**config.mk**
```make
export PLATFORM = sky130hd
export DESIGN_NAME = multi_precision_mac
export DESIGN_NICKNAME = d
export VERILOG_FILES = /design/src/rtl/multi_precision_mac.sv
export SDC_FILE = /design/constraint.sdc
export NUM_CORES = 1
export LEC_CHECK = 0
export ABC_AREA = 0
export BUFFER_PORTS_ARGS = -buffer_cell sky130_fd_sc_hd__buf_2
export CAP_MARGIN = 5
export CELL_PAD_IN_SITES_DETAIL_PLACEMENT = 0
export CELL_PAD_IN_SITES_GLOBAL_PLACEMENT = 1
export CORE_AREA = 2 2 251 253
export CTS_CLUSTER_DIAMETER = 150
export DETAILED_ROUTE_END_ITERATION = 10
export DIE_AREA = 0 0 253 255
export PLACE_DENSITY_LB_ADDON = 0.1
export SLEW_MARGIN = 20
export SYNTH_ARGS = -nofsm -noshare
export SYNTH_HDL_FRONTEND = slang
export SYNTH_SLANG_ARGS = --single-unit
```
**constraint.sdc**
```tcl
create_clock -name clk -period 12.2 [get_ports clk]
set_input_delay 0.61 -clock clk [delete_from_list [all_inputs] [get_ports clk]]
set_output_delay 0.61 -clock clk [all_outputs]
set_load 0.02 [all_outputs]
```
**src/rtl/multi_precision_mac.sv**
```systemverilog
// multi_precision_mac
//   Dot-product accumulator over packed low-precision operands. Each beat
//   carries K = 8/pd unsigned data elements in d and K signed weight elements
//   in w; the per-beat sum of products is added into a saturating signed
//   accumulator. One job = cfg_len beats, result presented on a valid/ready
//   output port.
//
// Ports
//   clk, rst_n            rising-edge clock, asynchronous active-low reset
//   convtypeD/convtypeW   precision codes: 01 = 2-bit, 10 = 4-bit, 11 = 8-bit
//   cfg_len               beats per dot product (0 = empty job, result 0)
//   start                 job request, sampled only in IDLE
//   busy                  high whenever a job is in progress
//   cfg_err               one-cycle pulse when a start is rejected
//   in_valid/in_ready,d,w operand beat handshake
//   out_valid/out_ready   result handshake; out_acc/out_ovf held until taken
module multi_precision_mac #(
    parameter int ACC_W = 24,
    parameter int CNT_W = 8
) (
    input  logic                    clk,
    input  logic                    rst_n,
    input  logic [1:0]              convtypeD,
    input  logic [1:0]              convtypeW,
    input  logic [CNT_W-1:0]        cfg_len,
    input  logic                    start,
    output logic                    busy,
    output logic                    cfg_err,
    input  logic                    in_valid,
    output logic                    in_ready,
    input  logic [7:0]              d,
    input  logic [7:0]              w,
    output logic                    out_valid,
    input  logic                    out_ready,
    output logic signed [ACC_W-1:0] out_acc,
    output logic                    out_ovf
);

    typedef enum logic [1:0] {IDLE, RUN, DRAIN, DONE} state_t;

    localparam logic [ACC_W-1:0] ACC_MAX = {1'b0, {(ACC_W-1){1'b1}}};
    localparam logic [ACC_W-1:0] ACC_MIN = {1'b1, {(ACC_W-1){1'b0}}};

    state_t                    r_state;
    logic [1:0]                r_cfg_d;
    logic [1:0]                r_cfg_w;
    logic [CNT_W-1:0]          r_len;
    logic [CNT_W-1:0]          r_cnt;
    logic                      r_cfg_err;
    // Stage 0: accepted beat; stage 1: registered per-beat sum.
    logic [7:0]                r_d0;
    logic [7:0]                r_w0;
    logic                      r_v0;
    logic signed [16:0]        r_s1;
    logic                      r_v1;
    logic signed [ACC_W-1:0]   r_acc;
    logic                      r_ovf;

    logic                      w_cfg_bad;
    logic signed [16:0]        w_sum;
    logic [7:0]                w_d_sh;
    logic [7:0]                w_w_sh;
    logic signed [16:0]        w_de;
    logic signed [16:0]        w_we;
    logic [3:0]                w_pd;
    logic [3:0]                w_pw;
    logic [ACC_W:0]            w_acc_sum;
    logic                      w_sat_hi;
    logic                      w_sat_lo;

    // Codes are ordered by width, so a numeric compare catches pw > pd.
    assign w_cfg_bad = (convtypeD == 2'b00) || (convtypeW == 2'b00) ||
                       (convtypeW > convtypeD);

    // Per-beat sum over the K packed element pairs of stage 0.
    // NOTE: every combinational output gets a default first so no path leaves
    // it unassigned, which would otherwise infer a latch.
    always_comb begin
        w_sum  = '0;
        w_d_sh = '0;
        w_w_sh = '0;
        w_de   = '0;
        w_we   = '0;
        w_pd   = (r_cfg_d == 2'b01) ? 4'd2 : (r_cfg_d == 2'b10) ? 4'd4 : 4'd8;
        w_pw   = (r_cfg_w == 2'b01) ? 4'd2 : (r_cfg_w == 2'b10) ? 4'd4 : 4'd8;
        for (int k = 0; k < 4; k++) begin
            w_d_sh = r_d0 >> (k * int'(w_pd));
            w_w_sh = r_w0 >> (k * int'(w_pw));
            case (r_cfg_d)
                2'b01:   w_de = 17'(w_d_sh[1:0]);
                2'b10:   w_de = 17'(w_d_sh[3:0]);
                default: w_de = 17'(w_d_sh);
            endcase
            case (r_cfg_w)
                2'b01:   w_we = 17'($signed(w_w_sh[1:0]));
                2'b10:   w_we = 17'($signed(w_w_sh[3:0]));
                default: w_we = 17'($signed(w_w_sh));
            endcase
            // Only the first 8/pd element slots exist for this data width.
            if ((k * int'(w_pd)) < 8) begin
                w_sum = w_sum + w_de * w_we;
            end
        end
    end

    // One guard bit: both operands are in range, so overflow shows up as the
    // top two bits of the widened sum disagreeing.
    assign w_acc_sum = {r_acc[ACC_W-1], r_acc} + (ACC_W+1)'(r_s1);
    assign w_sat_hi  = !w_acc_sum[ACC_W] &&  w_acc_sum[ACC_W-1];
    assign w_sat_lo  =  w_acc_sum[ACC_W] && !w_acc_sum[ACC_W-1];

    // NOTE: sequential state uses non-blocking assignments so every register
    // samples pre-edge values regardless of statement order.
    always_ff @(posedge clk or negedge rst_n) begin
        if (!rst_n) begin
            r_state   <= IDLE;
            r_cfg_d   <= '0;
            r_cfg_w   <= '0;
            r_len     <= '0;
            r_cnt     <= '0;
            r_cfg_err <= 1'b0;
            r_d0      <= '0;
            r_w0      <= '0;
            r_v0      <= 1'b0;
            r_s1      <= '0;
            r_v1      <= 1'b0;
            r_acc     <= '0;
            r_ovf     <= 1'b0;
        end else begin
            r_cfg_err <= 1'b0;
            r_v0      <= 1'b0;
            r_v1      <= r_v0;
            if (r_v0) begin
                r_s1 <= w_sum;
            end
            if (r_v1) begin
                if (w_sat_hi) begin
                    r_acc <= ACC_MAX;
                    r_ovf <= 1'b1;
                end else if (w_sat_lo) begin
                    r_acc <= ACC_MIN;
                    r_ovf <= 1'b1;
                end else begin
                    r_acc <= w_acc_sum[ACC_W-1:0];
                end
            end

            case (r_state)
                IDLE: begin
                    if (start) begin
                        if (w_cfg_bad) begin
                            r_cfg_err <= 1'b1;
                        end else begin
                            r_cfg_d <= convtypeD;
                            r_cfg_w <= convtypeW;
                            r_len   <= cfg_len;
                            r_cnt   <= '0;
                            r_acc   <= '0;
                            r_ovf   <= 1'b0;
                            r_state <= (cfg_len == '0) ? DONE : RUN;
                        end
                    end
                end
                RUN: begin
                    if (in_valid) begin
                        r_v0  <= 1'b1;
                        r_d0  <= d;
                        r_w0  <= w;
                        r_cnt <= r_cnt + CNT_W'(1);
                        if (r_cnt == r_len - CNT_W'(1)) begin
                            r_state <= DRAIN;
                        end
                    end
                end
                DRAIN: begin
                    // Last beat is in stage 1 and stage 0 is empty: this edge
                    // performs the final accumulate.
                    if (r_v1 && !r_v0) begin
                        r_state <= DONE;
                    end
                end
                DONE: begin
                    if (out_ready) begin
                        r_state <= IDLE;
                    end
                end
                default: r_state <= IDLE;
            endcase
        end
    end

    assign busy      = (r_state != IDLE);
    assign in_ready  = (r_state == RUN);
    assign out_valid = (r_state == DONE);
    assign cfg_err   = r_cfg_err;
    assign out_acc   = r_acc;
    assign out_ovf   = r_ovf;

endmodule

```
Word-level counts from Yosys, hierarchy flattened. Index checks and enable logic that the tools add are counted.

Register bits: 83. Bits in latches: 0. RAM bits: 0. ROM bits: 0. Word-level logic and storage cells: 112. Memories: 0.

$add $sub $neg: 6. Multipliers: 6. Divide/modulo/power cells: 0. Order comparisons: 4. Equal/unequal tests: 14. Shift-type cells: 6. Muxes and demuxes: 44. Bitwise operators: 1. Reductions and logical operators: 18.

Operators by type and width (count): 24-bit two-way mux (6); 17-bit case mux with 2 select lines (4); 8-bit case mux with 2 select lines (5); 17-bit by 17-bit multiplier with 17-bit output (4); 17-bit adder (3); 17-bit two-way mux (3); 8-bit by 32-bit right shift with 8-bit output (1); 24-bit by 17-bit adder with 25-bit output (1); 8-bit two-way mux (3); 4-bit two-way mux (4); 8-bit by 4-bit right shift with 8-bit output (2); 8-bit by 5-bit right shift with 8-bit output (2); 2-bit two-way mux (7); 2-bit by 4-bit multiplier with 6-bit output (first input constant) (2); 1-bit two-way mux (11); 8-bit by 1-bit adder with 8-bit output (second input constant) (1); 2-bit equality test (second input constant) (4); 8-bit equality test (1); 8-bit logical NOT (1); 2-bit inequality test (second input constant) (4); 2-bit case mux with 4 select lines (1); 8-bit by 6-bit right shift with 8-bit output (1); 8-bit by 1-bit subtractor with 8-bit output (second input constant) (1); 2-bit by 1-bit equality test with 1-bit output (second input constant) (3); 15 further kinds (24).

Logic depth before layout (Yosys ltp). Gate-level depths: netlist (run 1).

Depth in word-level cells: 12. Mapped depth: 48. Gate-level depth less buffers: 46.

Worst setup path after synthesis (run 1). Ideal clock, no wire load.

Kind: flip-flop to flip-flop. Start: reg r_cfg_d[0]. End: reg r_s1[16]. Arrival time: 10161 ps. Path slack: 1971 ps. Stages on the path, launching flop included: 43. Buffers on the path: 2. Period minus slack after synthesis: 10229 ps. Path through: dfrtp_1 -> inv_1 -> ha_1 -> clkbuf_1 -> buf_1 -> nor2_1 -> nor2_1 -> nand2_1 -> fa_1 -> fa_1 -> inv_1 -> fa_1 -> inv_1 -> fa_1 -> inv_1 -> ha_1 -> or3_1 -> o21ai_0 -> (+7 left out) -> o21ai_0 -> inv_1 -> fa_1 -> ha_1 -> a21o_1 -> a41oi_1 -> xnor2_1 -> a21boi_0 -> fa_1 -> xnor2_1 -> xnor2_1 -> xnor2_1 -> xnor2_1 -> inv_1 -> nor4_1 -> nor4_1 -> a2111o_1 -> nand3_1.

Word-level cells in the longest chain between the ends: 12.

Ends and longest elaborated chain: start, declared (RTL line 45) `logic [1:0] r_cfg_d;`; start signal, assigned (RTL line 154) `r_cfg_d <= convtypeD;`; 2-bit equality test (RTL line 84, 89); 4-bit two-way mux (2 in series) (RTL line 84) `w_pd = (r_cfg_d == 2'b01) ? 4'd2 : (r_cfg_d == 2'b10) ? 4'd4 : 4'd8;`; 8-bit by 4-bit right shift with 8-bit output (RTL line 87) `w_d_sh = r_d0 >> (k * int'(w_pd));`; 8-bit case mux with 2 select lines (RTL line 89) `case (r_cfg_d)`; 17-bit by 17-bit multiplier with 17-bit output (RTL line 101) `w_sum = w_sum + w_de * w_we;`; 17-bit adder (RTL line 101); 17-bit two-way mux (RTL line 100) `if ((k * int'(w_pd)) < 8) begin`; 17-bit adder (RTL line 101); 17-bit two-way mux (RTL line 100); 17-bit adder (RTL line 101); 17-bit two-way mux * (RTL line 100); end signal, assigned (RTL line 134) `r_s1 <= w_sum;`; end, declared (RTL line 54) `logic signed [16:0] r_s1;`.

Mark *: on every way between the ends. The rest lies on a longest branch, timed or not. A chain may end at the register's enable or synchronous reset.

Worst setup path after layout (run 1).
Start: reg r_cfg_w[0]. End: reg r_s1[16].

Word-level cells in the longest chain between the ends: 12.

Ends and longest elaborated chain: start, declared (RTL line 46) `logic [1:0] r_cfg_w;`; start signal, assigned (RTL line 155) `r_cfg_w <= convtypeW;`; 2-bit equality test (RTL line 85, 94); 4-bit two-way mux (2 in series) (RTL line 85) `w_pw = (r_cfg_w == 2'b01) ? 4'd2 : (r_cfg_w == 2'b10) ? 4'd4 : 4'd8;`; 8-bit by 4-bit right shift with 8-bit output (RTL line 88) `w_w_sh = r_w0 >> (k * int'(w_pw));`; 17-bit case mux with 2 select lines (RTL line 94) `case (r_cfg_w)`; 17-bit by 17-bit multiplier with 17-bit output (RTL line 101); 17-bit adder (RTL line 101); 17-bit two-way mux (RTL line 100); 17-bit adder (RTL line 101); 17-bit two-way mux (RTL line 100); 17-bit adder (RTL line 101); 17-bit two-way mux * (RTL line 100).

Marked as above.

==> results of run 1 <==
[stage by stage]
step / setup slack [ps] / std cells / util (%) / cell area [um2] / hold WS [ps]
global route: 39.7 / 2931 / 30.8 / 19200 / 121
detailed placement: 178 / 2915 / 30.4 / 18900 / 505
CTS: 106 / 2931 / 30.8 / 19100 / 106
global placement: 251 / 2915 / 30.4 / 18900 / 497
floorplan: 1970 / 2084 / - / 17600 / 314
finish: 797 / 2931 / 30.8 / 19200 / 117
[final timing paths]
kind                            start        to  slack [ps]  depth (start not counted)
hold / removal                  rst_n  r_cnt[6]         120                          1
setup reg to reg           r_cfg_w[0]  r_s1[16]         800                         41
max in group asynchronous       rst_n  r_s1[14]       10860                          2
min in group clk                 w[7]   r_w0[7]         460                          3
setup / recovery           r_cfg_w[0]  r_s1[16]         800                         41
hold reg to reg              r_len[7]  r_len[7]         510                          2
[state kept, by name, indices dropped and copies added, names as in the netlist, 2 cells and up]
register and cells:
r_s1 17, r_cnt 8, r_cfg_d 2, r_state 2
r_d0 8, r_len 8, r_w0 8, out_acc 24
r_cfg_w 2
[layout make-up]
class,instances,area (um2),area share [%]
tap,799,1000,5.22
sequential,83,2080,10.8
inverter,417,1570,8.17
timing repair buffer,82,465,2.43
clock inverter,7,51.3,0.268
clock buffer,9,225,1.17
multi-input combinational,1534,13800,71.9
[cells in the final DEF (no fill, tap or decap), types with 30 or more instances in the layout]
cell type and instances:
conb_1 106, o21ai_0 74, fa_1 253, nand2_1 187, xnor2_1 64, nor3_1 30, nor2_1 139, xor2_1 37
a211oi_1 39, inv_1 417, ha_1 196, a21oi_1 92, dfrtp_1 83, buf_2 60
[layer usage]
layer / vias to the layer above / GRT usage, % / part of all wire (%) / wire length, um
li1: 6555 / - / - / -
met1: 6348 / 19.4 / 48 / 21200
met2: 126 / 25.5 / 49 / 21500
met3: 22 / 1.02 / 1.9 / 854
met4: 0 / 2.67 / 1.1 / 485
met5: - / 0 / 0 / 0
[worst max-delay path: cells and delay by family (launching register included)]
kind / cells / cell delay [ps]
xor+xnor: 2 / 240
fa+ha+maj: 12 / 5420
buf+inv: 8 / 690
simple gates: 8 / 1130
mux: 1 / 420
flops: 1 / 400
compound gates: 10 / 3030
[repair_timing]
action                     in CTS  in global routing
resized for setup               0                  8
buffers inserted                0                  0
setup endpoints to repair       0                  2
[cell families (layout without fill, tap and decap cells)]
logic type / count (synthesis) / after routing / share of synthesized area, %
xor gates and xnor gates: 101 / 101 / 5.14
adders and majority gates: 470 / 470 / 44.9
other: 2 / 106 / 0.0436
DFF: 83 / 83 / 12.1
and+or+nand+nor: 478 / 478 / 12.4
muxes: 32 / 32 / 1.98
buffers and inverters: 467 / 515 / 10.4
AOI/OAI and AO/OA: 347 / 347 / 13.1
==> flow_metrics.env, run 1 <==
export IMPL_finalNetCount=2610
export IMPL_grt_pass1_wl_mm=73.7
export IMPL_fillers=6658
export IMPL_synth_avg_cell_area_um2=8.70
export IMPL_cts_max_level=3
export IMPL_syn2layout_area_growth_pct=11.3
export IMPL_hold_path_class="input port to async pin"
export IMPL_rows=92
export IMPL_period_share_pct=93.5
export IMPL_vias_per_cell=4.45
export IMPL_synth_edf_count=0
export IMPL_drv_slew=0
export IMPL_syn_area_um2=17200
export IMPL_antenna_found_initial=0
export IMPL_fin_worst_skew_ps=12.3
export IMPL_cts_root_buf="clkbuf_16"
export IMPL_die_h_um=255
export IMPL_ant_nets=0
export IMPL_clkTransAtPathRegs_ps=70
export IMPL_slew_headroom_pct=33.1
export IMPL_cp_common_cell="inv_1"
export IMPL_synth_area_leader_cell="fa_1"
export IMPL_drc=0
export IMPL_grt_use_total_pct=14.4
export IMPL_dr_total_vias=13100
export IMPL_drive_gt1_share_pct=6.80
export IMPL_synth_seq_cells=83
export IMPL_cts_tree="built"
export IMPL_hold_violations=0
export IMPL_wl_per_cell_um=15.0
export IMPL_worst_pin_slew_ps=996
export IMPL_ys_flop_type="dfrtp_1"
export IMPL_synth_most_common_cell="inv_1"
export IMPL_status="finished, final reports clean"
export IMPL_synth_cell_type_count=68
export IMPL_coreArea_um2=62200
export IMPL_hold_buffers=0
export IMPL_fin_tns_setup_ps=0
export IMPL_dieArea_um2=64500
export IMPL_start_util_pct=27.7
export IMPL_worstSkewPairLatency_ps=360
export IMPL_setup_viol=0
export IMPL_drt_initial_drc_count=462
export IMPL_finalWeightedCongestion=0.800
export IMPL_worstPathRequired_ps=12510
export IMPL_dieWidth_um=253
export IMPL_cts_sinks=83
export IMPL_synth_top_area_share_pct=29.4
export IMPL_drtPass1Iterations=5
export IMPL_cp_slowest_cell="ha_1"
export IMPL_rsz0062_at_grt="false"
export IMPL_max_freq_ghz=0.0877
export IMPL_cp_max_fo=16
export IMPL_grt_pass1_vias=13500
export IMPL_start_kind="flip-flop"
export IMPL_wirelength_mm=44.1
export IMPL_grt_max_degree=65
export IMPL_overflow=0
export IMPL_async_flop_share_pct=100
export IMPL_clockBufferDepth=2
export IMPL_cap_viol_max_count=0
export IMPL_yosys_top_cells_count="417 x inv_1, 253 x fa_1, 197 x ha_1"
export IMPL_yosysWarningCount=0
export IMPL_cts_buffers=9
export IMPL_arrival_ps=11710
export IMPL_syn_inst=1980
export IMPL_antenna_cells=0
export IMPL_crit_type="flip-flop to flip-flop"
export IMPL_ys_seq_area_share_pct=12.1
export IMPL_fin_crit_ps=11400
export IMPL_dpl_hpwl_mm=38.2
export IMPL_cp_end_kind="flip-flop"
export IMPL_portBuffers=61
export IMPL_synth_area_leaders="fa_1 29%, ha_1 14%, dfrtp_1 12%"
export IMPL_critPathMaxStageDelay_ps=620
export IMPL_io_pins=62
Power of run 1 is left out: the tool's default activity adds up to more than one toggle a clock period on the data nets, which glitch-free logic cannot reach.
==> run 2: changes to the inputs <==
--- a/config.mk
+++ b/config.mk
@@ -14,7 +14,10 @@
 export CTS_CLUSTER_DIAMETER = 150
 export DETAILED_ROUTE_END_ITERATION = 10
 export DIE_AREA = 0 0 253 255
+export GPL_TIMING_DRIVEN = 0
+export HOLD_SLACK_MARGIN = 0.15
 export PLACE_DENSITY_LB_ADDON = 0.1
+export SKIP_CTS_REPAIR_TIMING = 1
 export SLEW_MARGIN = 20
 export SYNTH_ARGS = -nofsm -noshare
 export SYNTH_HDL_FRONTEND = slang
==> run 2 against run 1 <==
Effect of this change: global-route usage is 0.43 points higher; critical path type unchanged; die area unchanged; final cell count up 1.1%; worst setup slack better by 62 ps; critical path depth is 3 higher; clock skew shrank 1.3 ps; wire length grew 1.8%.
==> flow_metrics.env, run 2 (same netlist as run 1, synthesis figures left out) <==
export IMPL_regToRegSetupSlack_ps=860
export IMPL_overflow=0
export IMPL_wirelength_mm=44.8
export IMPL_dieWidth_um=253
export IMPL_critPathMaxStageDelay_ps=560
export IMPL_fin_worst_skew_ps=11.0
export IMPL_grt_pass1_vias=14000
export IMPL_cts_buffers=9
export IMPL_place_inst=2947
export IMPL_cp_max_fo=11
export IMPL_crit_start="r_cfg_d[0]"
export IMPL_cp_slowest_cell="ha_1"
export IMPL_drt_initial_drc_count=483
export IMPL_mostFrequentLayoutCell="inv_1"
export IMPL_finalNetCount=2642
export IMPL_vias_per_cell=4.48
export IMPL_grt_pass1_wl_mm=75.9
export IMPL_multi_input_comb_area_um2=13800
export IMPL_register_area_um2=2080
export IMPL_worst_pin_slew_ps=1070
export IMPL_max_freq_ghz=0.0882
export IMPL_rr_endpoint="r_s1[16]"
export IMPL_worst_path_buf_inv=8
export IMPL_rr_worst_depth=44
export IMPL_r2r_start="r_cfg_d[0]"
export IMPL_cts_sinks=83
export IMPL_drtPass1Iterations=4
export IMPL_arrival_ps=11620
export IMPL_io_pins=62
export IMPL_portBuffers=61
export IMPL_wl_per_cell_um=15.1
export IMPL_worstSkewPairLatency_ps=360
export IMPL_final_cell_mix="417 x inv_1, 253 x fa_1, 197 x ha_1, 187 x nand2_1, 139 x nor2_1"
export IMPL_slew_headroom_pct=28.0
export IMPL_antenna_found_initial=0
export IMPL_syn2layout_area_growth_pct=12.5
export IMPL_critPathTopFamily="adder cells"
export IMPL_fillers=6689
export IMPL_dr_total_vias=13300
export IMPL_antenna_cells=0
export IMPL_clockBufferDepth=2
export IMPL_cp_depth=44
export IMPL_fin_cells=2963
export IMPL_largest_reg_flops=24
export IMPL_dieArea_um2=64500
export IMPL_hold_violations=0
export IMPL_hold_path_class="input port to flip-flop"
export IMPL_rows=92
export IMPL_drv_slew=0
export IMPL_setup_viol=0
export IMPL_dpl_hpwl_mm=39.8
export IMPL_ant_nets=0
export IMPL_crit_type="flip-flop to flip-flop"
export IMPL_cts_max_level=3
export IMPL_cts_root_buf="clkbuf_16"
export IMPL_fin_crit_ps=11340
export IMPL_crit_end="r_s1[16]"
export IMPL_grt_use_total_pct=14.9
export IMPL_start_kind="flip-flop"
export IMPL_cap_viol_max_count=0
export IMPL_grt_max_degree=63
export IMPL_cp_end_kind="flip-flop"
export IMPL_status="finished, final reports clean"
export IMPL_coreArea_um2=62200
export IMPL_drive_gt1_share_pct=6.52
export IMPL_finalWeightedCongestion=0.837
export IMPL_worst_hold_slack_ps=462
export IMPL_start_util_pct=27.7
export IMPL_period_share_pct=93.0
export IMPL_cts_tree="built"
export IMPL_cp_common_cell="fa_1"
export IMPL_die_h_um=255
export IMPL_clkTransAtPathRegs_ps=70
export IMPL_worstPathRequired_ps=12480
export IMPL_drc=0
-- run 2: cell type report --
| class | count | area share [%] |
|---|---|---|
| Buffer | 49 | 1.14 |
| Clock buffer | 11 | 1.25 |
| Clock inverter | 5 | 0.323 |
| Inverter | 417 | 8.08 |
| Multi-Input combinational cell | 1534 | 71.5 |
| Sequential cell | 83 | 10.7 |
| Tap cell | 799 | 5.16 |
| Timing Repair Buffer | 65 | 1.87 |
-- run 2: routing by layer --
| metal | share of wire, % | routed length (um) | track usage (%) |
|---|---|---|---|
| met5 | 0 | 0 | 0 |
| met4 | 1.2 | 521 | 2.67 |
| met3 | 1.9 | 874 | 0.742 |
| met2 | 49 | 22100 | 26.4 |
| met1 | 48 | 21400 | 20.2 |
-- run 2: worst min-delay path: cells and delay by family --
family          cells  cell delay (ps)
buf+inv             1               80
compound gates      1               60
simple gates        1               40
-- run 2: per-stage QoR --
stage          util (%)  worst slack, ps  area (um2)  setup TNS (ps)
5_1_grt            31.2            -12.8       19400           -12.8
6_report           31.2              859       19400               0
4_1_cts            31.0             -621       19300            -621
3_5_place_dp       30.5             -570       19000            -570
2_1_floorplan         -             1970       17600               0
3_3_place_gp       30.4             -611       18900            -611
-- run 2: worst min-delay path by stage --
stage | from | endpoint | slack [ps] | cells after the start
final | w[6] | r_w0[6] | 460 | 3
after global routing | cfg_len[4] | r_len[4] | 460 | 3
after CTS | rst_n | r_cnt[2] | 90 | 1
after detailed placement | rst_n | r_cnt[7] | 480 | 1
after global placement | out_ovf | out_ovf | 480 | 2
after floorplan | rst_n | cfg_err | 310 | 0
Power of run 2 is left out for the same reason.
